`config.mk`:
```
export PLATFORM = sky130hd
export DESIGN_NAME = fetch_pipe_ctrl_flat
export DESIGN_NICKNAME = d
export VERILOG_FILES = /design/src/rtl/fetch_pipe_ctrl_if.sv /design/src/rtl/fetch_pipe_ctrl.sv /design/src/flat_wrapper.sv
export SDC_FILE = /design/constraint.sdc
export NUM_CORES = 1
export LEC_CHECK = 0
export ABC_AREA = 0
export ABC_CLOCK_PERIOD_IN_PS = 4800
export CELL_PAD_IN_SITES_DETAIL_PLACEMENT = 1
export CELL_PAD_IN_SITES_GLOBAL_PLACEMENT = 2
export CORE_MARGIN = 3
export CORE_UTILIZATION = 24
export DETAILED_ROUTE_END_ITERATION = 6
export PLACE_DENSITY_LB_ADDON = 0.1
export SYNTH_ARGS = -nofsm -noshare
export SYNTH_HDL_FRONTEND = slang
export SYNTH_SLANG_ARGS = --single-unit
```
`constraint.sdc`:
```
create_clock -name clk -period 4.8 [get_ports clk]
set_input_delay 1.2 -clock clk [delete_from_list [all_inputs] [get_ports clk]]
set_output_delay 1.2 -clock clk [all_outputs]
set_load 0.005 [all_outputs]
```
`src/rtl/fetch_pipe_ctrl_if.sv`:
```
// fetch_pipe_ctrl_if: hazard-unit controls, imem fetch path and IF/ID feedback bundle
interface fetch_pipe_ctrl_if #(
    parameter int CNT_W = 16
);
    logic             PC_Write;
    logic             IFIDWrite;
    logic             Redirect;
    logic [31:0]      Redirect_Target;
    logic [31:0]      Instr_in;
    logic [31:0]      PC;
    logic [31:0]      PC_IF_ID;
    logic [31:0]      Instr_IF_ID;
    logic             Valid_IF_ID;
    logic [6:0]       Opcode_IF_ID;
    logic [4:0]       RegisterRs1_IF_ID;
    logic [4:0]       RegisterRs2_IF_ID;
    logic [CNT_W-1:0] Stall_Count;
    logic [CNT_W-1:0] Flush_Count;

    modport master (
        output PC_Write, IFIDWrite, Redirect, Redirect_Target, Instr_in,
        input  PC, PC_IF_ID, Instr_IF_ID, Valid_IF_ID, Opcode_IF_ID,
               RegisterRs1_IF_ID, RegisterRs2_IF_ID, Stall_Count, Flush_Count
    );
    modport slave (
        input  PC_Write, IFIDWrite, Redirect, Redirect_Target, Instr_in,
        output PC, PC_IF_ID, Instr_IF_ID, Valid_IF_ID, Opcode_IF_ID,
               RegisterRs1_IF_ID, RegisterRs2_IF_ID, Stall_Count, Flush_Count
    );
endinterface

```
`src/rtl/fetch_pipe_ctrl.sv`:
```
// fetch_pipe_ctrl: PC and IF/ID register with stall/flush handling and event counters
module fetch_pipe_ctrl #(
    parameter logic [31:0] RESET_PC  = 32'h0000_0000,
    parameter logic [31:0] NOP_INSTR = 32'h0000_0013,
    parameter int          CNT_W     = 16
) (
    input logic              clk,
    input logic              rst,
    fetch_pipe_ctrl_if.slave bus
);
    localparam logic [1:0] S_BOOT  = 2'd0;
    localparam logic [1:0] S_RUN   = 2'd1;
    localparam logic [1:0] S_STALL = 2'd2;

    logic [1:0]       r_state;
    logic [31:0]      r_pc;
    logic [31:0]      r_pc_ifid;
    logic [31:0]      r_instr;
    logic             r_valid;
    logic [CNT_W-1:0] r_stall_cnt;
    logic [CNT_W-1:0] r_flush_cnt;
    logic [31:0]      w_pc_inc;
    logic             w_redir;

    assign w_pc_inc = r_pc + 32'd4;
    // A redirect is only trusted when ID is advancing; a stalled branch has no valid outcome yet
    assign w_redir  = bus.Redirect & bus.IFIDWrite;

    always_ff @(posedge clk or posedge rst) begin
        if (rst) begin
            r_state     <= S_BOOT;
            r_pc        <= RESET_PC;
            r_pc_ifid   <= '0;
            r_instr     <= NOP_INSTR;
            r_valid     <= 1'b0;
            r_stall_cnt <= '0;
            r_flush_cnt <= '0;
        end else if (r_state == S_BOOT) begin
            r_pc      <= w_pc_inc;
            r_instr   <= bus.Instr_in;
            r_pc_ifid <= r_pc;
            r_valid   <= 1'b1;
            r_state   <= S_RUN;
        end else begin
            if (w_redir) begin
                r_pc      <= {bus.Redirect_Target[31:2], 2'b00};
                r_instr   <= NOP_INSTR;
                r_pc_ifid <= '0;
                r_valid   <= 1'b0;
                if (r_flush_cnt != '1) r_flush_cnt <= r_flush_cnt + 1'b1;
            end else begin
                if (bus.PC_Write) r_pc <= w_pc_inc;
                if (bus.IFIDWrite) begin
                    r_instr   <= bus.Instr_in;
                    r_pc_ifid <= r_pc;
                    r_valid   <= 1'b1;
                end
            end
            if (!bus.IFIDWrite && r_stall_cnt != '1) r_stall_cnt <= r_stall_cnt + 1'b1;
            r_state <= bus.IFIDWrite ? S_RUN : S_STALL;
        end
    end

    assign bus.PC                = r_pc;
    assign bus.PC_IF_ID          = r_pc_ifid;
    assign bus.Instr_IF_ID       = r_instr;
    assign bus.Valid_IF_ID       = r_valid;
    assign bus.Opcode_IF_ID      = r_instr[6:0];
    assign bus.RegisterRs1_IF_ID = r_instr[19:15];
    assign bus.RegisterRs2_IF_ID = r_instr[24:20];
    assign bus.Stall_Count       = r_stall_cnt;
    assign bus.Flush_Count       = r_flush_cnt;
endmodule

```
`src/flat_wrapper.sv`:
```
// flat-port wrapper written by rule: the top's interface ports become plain ports
module fetch_pipe_ctrl_flat 
#(
    parameter logic [31:0] RESET_PC  = 32'h0000_0000,
    parameter logic [31:0] NOP_INSTR = 32'h0000_0013,
    parameter int          CNT_W     = 16
)
  (clk, rst, bus_PC_Write, bus_IFIDWrite, bus_Redirect, bus_Redirect_Target, bus_Instr_in, bus_PC, bus_PC_IF_ID, bus_Instr_IF_ID, bus_Valid_IF_ID, bus_Opcode_IF_ID, bus_RegisterRs1_IF_ID, bus_RegisterRs2_IF_ID, bus_Stall_Count, bus_Flush_Count);
  fetch_pipe_ctrl_if #(.CNT_W(CNT_W)) bus_i ();
  input logic clk;
  input logic rst;
  input wire logic [$bits(bus_i.PC_Write)-1:0] bus_PC_Write;
  input wire logic [$bits(bus_i.IFIDWrite)-1:0] bus_IFIDWrite;
  input wire logic [$bits(bus_i.Redirect)-1:0] bus_Redirect;
  input wire logic [$bits(bus_i.Redirect_Target)-1:0] bus_Redirect_Target;
  input wire logic [$bits(bus_i.Instr_in)-1:0] bus_Instr_in;
  output wire logic [$bits(bus_i.PC)-1:0] bus_PC;
  output wire logic [$bits(bus_i.PC_IF_ID)-1:0] bus_PC_IF_ID;
  output wire logic [$bits(bus_i.Instr_IF_ID)-1:0] bus_Instr_IF_ID;
  output wire logic [$bits(bus_i.Valid_IF_ID)-1:0] bus_Valid_IF_ID;
  output wire logic [$bits(bus_i.Opcode_IF_ID)-1:0] bus_Opcode_IF_ID;
  output wire logic [$bits(bus_i.RegisterRs1_IF_ID)-1:0] bus_RegisterRs1_IF_ID;
  output wire logic [$bits(bus_i.RegisterRs2_IF_ID)-1:0] bus_RegisterRs2_IF_ID;
  output wire logic [$bits(bus_i.Stall_Count)-1:0] bus_Stall_Count;
  output wire logic [$bits(bus_i.Flush_Count)-1:0] bus_Flush_Count;
  assign bus_i.PC_Write = bus_PC_Write;
  assign bus_i.IFIDWrite = bus_IFIDWrite;
  assign bus_i.Redirect = bus_Redirect;
  assign bus_i.Redirect_Target = bus_Redirect_Target;
  assign bus_i.Instr_in = bus_Instr_in;
  assign bus_PC = bus_i.PC;
  assign bus_PC_IF_ID = bus_i.PC_IF_ID;
  assign bus_Instr_IF_ID = bus_i.Instr_IF_ID;
  assign bus_Valid_IF_ID = bus_i.Valid_IF_ID;
  assign bus_Opcode_IF_ID = bus_i.Opcode_IF_ID;
  assign bus_RegisterRs1_IF_ID = bus_i.RegisterRs1_IF_ID;
  assign bus_RegisterRs2_IF_ID = bus_i.RegisterRs2_IF_ID;
  assign bus_Stall_Count = bus_i.Stall_Count;
  assign bus_Flush_Count = bus_i.Flush_Count;
  fetch_pipe_ctrl #(.RESET_PC(RESET_PC), .NOP_INSTR(NOP_INSTR), .CNT_W(CNT_W)) u_core (.clk(clk), .rst(rst), .bus(bus_i));
endmodule
```
==> impl_metrics.toml <==
[critical_path]
arrival_ps = 3700
startpoint = "bus_IFIDWrite"
crit_chain = "clkdlybuf4s50_1 > o21ba_4 > buf_4 > nand2_1 > a21oi_1 > and3_1 > xor2_1"
cpPeakStageDelay_ps = 670
r2r_start = "u_core.r_state[1]$_DFF_PP0_"
crit_type = "in -> reg"
crit_family = "compound AO/OA/AOI/OAI gates"
crit_fanout = 37
crit_path_end_kind = "flop"
slowest_stage = "o21ba_4"
cp.buffers_inverters = 2
critical_path_required_ps = 5140
cp-start-kind = "input port"

[cells_and_area]
nNetsFinal = 793
synthToLayoutAreaGrowth_pct = 50.0
fin_area_mm2 = 0.00873
layout_commonest_cell = "clkdlybuf4s50_1"
antennaDiodeCount = 0
drive_above_1_share_pct = 8.86
layout_common_cells = "clkdlybuf4s50_1 (210), dfrtp_1 (125), a22o_1 (54)"

[yosys]
synth_compound_area_share_pct = 16.3
synth.distinct_cells = 57
netlist_area_mm2 = 0.00582
synthArstFlopShare_pct = 100
syn_area_per_cell_um2 = 11.0
ys_seq_area_share_pct = 55.1
synth_flop_cell = "dfrtp_1"
synth_top_family_by_area = "simple AND/OR/NAND/NOR gates"
synth-simple-area-share_pct = 16.3
syn_inst = 528
yosysWarnings = 0
synthXorXnorAreaFrac_pct = 6.02
synthMuxAreaShare_pct = 0.946
synth_edf_count = 0
ys_ff_latch = 128
synth_adder_area_share_pct = 0.645

[clock_network]
cts.reportedPaths.clkPinSlew_ps = 60
postCtsSetupBuffers = 0
tritoncts = "yes"
cts_root_buf = "clkbuf_16"
cts_htree_levels = 4
cts_hold_buffers = 0
cts_max_path_buffers = 2
insertion_delay_ps = 420
cts-buffers-inserted = 17
cts_resized = 0
clkSinkCount = 128

[placed_design]
dpl-instance-area_mm2 = 0.00815
gp_congestion = 0.764
hpwl_um = 14300
place_ws_ps = 980
port_buffers = 210

[timing]
finClkSkew_ps = 13.1
final.period_utilization_pct = 70.0
setup_viol = 0
min_period_ps = 3360
rsz0062_at_grt = "no"
fmax_ghz = 0.298
layout_setup_ws_ps = 1440
hold_viol_final = 0
slew_headroom_pct = 25.3
worst_slew_pin_slew_ps = 1120
drv_slew = 0
tns_ps = 0

[die]
dieArea_mm2 = 0.0261
io_pins = 215
start_util_pct = 24.6
fp.dieH_um = 162
die_w_um = 162
core_area_mm2 = 0.0237
num_rows = 56

[power_and_ir_drop]
p_per_area_mw_per_mm2 = 440
leakage_nw = 3.61
ir_drop_uv = 175

[routing]
ant_nets = 0
wl_um = 20200
viasPerCell = 4.72
drcViolationCount = 0
drt_iter0_drc = 226
first_pass_iters = 6
dr_total_vias = 4968
wl_per_cell_um = 19.2

[hold_path]
hp-class = "reg -> reg"
min-delay-start = "u_core.bus.PC_IF_ID[22]$_DFFE_PP0P_"

[global_route]
antenna_found_initial = 1
grt_pass1_wl_um = 32000
grt_use_total_pct = 15.6
grt_overflow = 0
grt_start_max_net_pins = 89
first_global_vias = 5329

[job]
maxCapViolCount = 0

[status]
outcome = "finished clean"
-- worst min-delay path: stages, from the launching register on --
cell     delay, ps
dfrtp_1        350
nand2_1         50
nand2_1         50
-- synth_stat cells (4+ instances only) --
cell        n  area share (%)
or2_2       4            0.43
xnor2_1    24             3.6
o21ai_0    24             2.1
and4_1      5            0.75
or3_1       4            0.43
o22ai_1     6            0.65
mux2_2      4            0.77
dfrtp_1   125              54
a21oi_1    12             1.0
a22oi_1     6            0.77
nor2_1     24             1.5
a22o_1     54             8.1
nand4_1    14             1.5
clkbuf_1   15            0.97
inv_1       7            0.45
buf_1       4            0.26
buf_2       4            0.34
nor3_1     10            0.86
and3_1     10             1.1
nand3_1    25             2.2
a31oi_1     4            0.43
buf_4      20             2.6
xor2_1     16             2.4
a211oi_1    4            0.52
nand2_1    52             3.4
-- path summary, 6_finish.rpt --
path                                                          end  cells after the start  slack [ps]
hold / removal                u_core.bus.PC_IF_ID[22]$_DFFE_PP0P_                      2         480
setup / recovery            u_core.bus.Stall_Count[8]$_DFFE_PP0P_                      7        1440
hold reg to reg               u_core.bus.PC_IF_ID[22]$_DFFE_PP0P_                      2         480
min in group asynchronous  u_core.bus.Instr_IF_ID[21]$_DFFE_PP0P_                      2        1330
max in group asynchronous  u_core.bus.Instr_IF_ID[14]$_DFFE_PP0P_                      3        2590
setup reg to reg              u_core.bus.PC_IF_ID[24]$_DFFE_PP0P_                      4        2440
-- sequential cells by signal (all words and copies together) (netlist names) --
name                    flops
u_core.bus.Instr_IF_ID     32
u_core.bus.PC_IF_ID        31
u_core.bus.PC              30
u_core.bus.Flush_Count     16
u_core.bus.Stall_Count     16
u_core.r_state              2
u_core.bus.Valid_IF_ID      1
-- layout make-up --
| class | instances | area, µm² |
|---|---|---|
| Clock inverter | 12 | 136 |
| Clock buffer | 20 | 447 |
| Sequential cell | 128 | 3210 |
| Inverter | 8 | 35.0 |
| Tap cell | 319 | 399 |
| Multi-Input combinational cell | 350 | 2360 |
| Fill cell | 2659 | 15000 |
| Timing Repair Buffer | 216 | 2150 |
-- cells by family after synthesis --
group | after synthesis
compound gates | 128
xor+xnor | 40
fa+ha+maj | 3
buf+inv | 51
flops | 128
mux | 5
other cells | 1
simple gates | 172
-- stage by stage --
stage / util (%) / hold WS, ps / cells / power, W
finish: 36.9 / 481 / 1053 / 0.00384
global route: 36.9 / 505 / 1053 / 0.00406
CTS: 36.9 / 485 / 1053 / 0.00392
detailed placement: 34.4 / 471 / 1021 / 0.00259
global placement: 34.4 / 458 / 1021 / 0.00255
floorplan: - / 463 / 529 / 0.00190
-- routing by layer --
layer | share of wire, % | global-route usage (%) | vias to the layer above
met1 | 47 | 21.3 | 2487
met5 | 0.064 | 0 | -
met4 | 1.2 | 4.27 | 2
met2 | 46 | 24.4 | 153
li1 | - | - | 2308
met3 | 5.6 | 4.28 | 18
-- report_power, final --
part / switching, W / internal, W
Sequential: 0.000270 / 0.00129
Combinational: 0.000376 / 0.000608
Clock: 0.000515 / 0.000781
(Power assumes the default switching activity.)
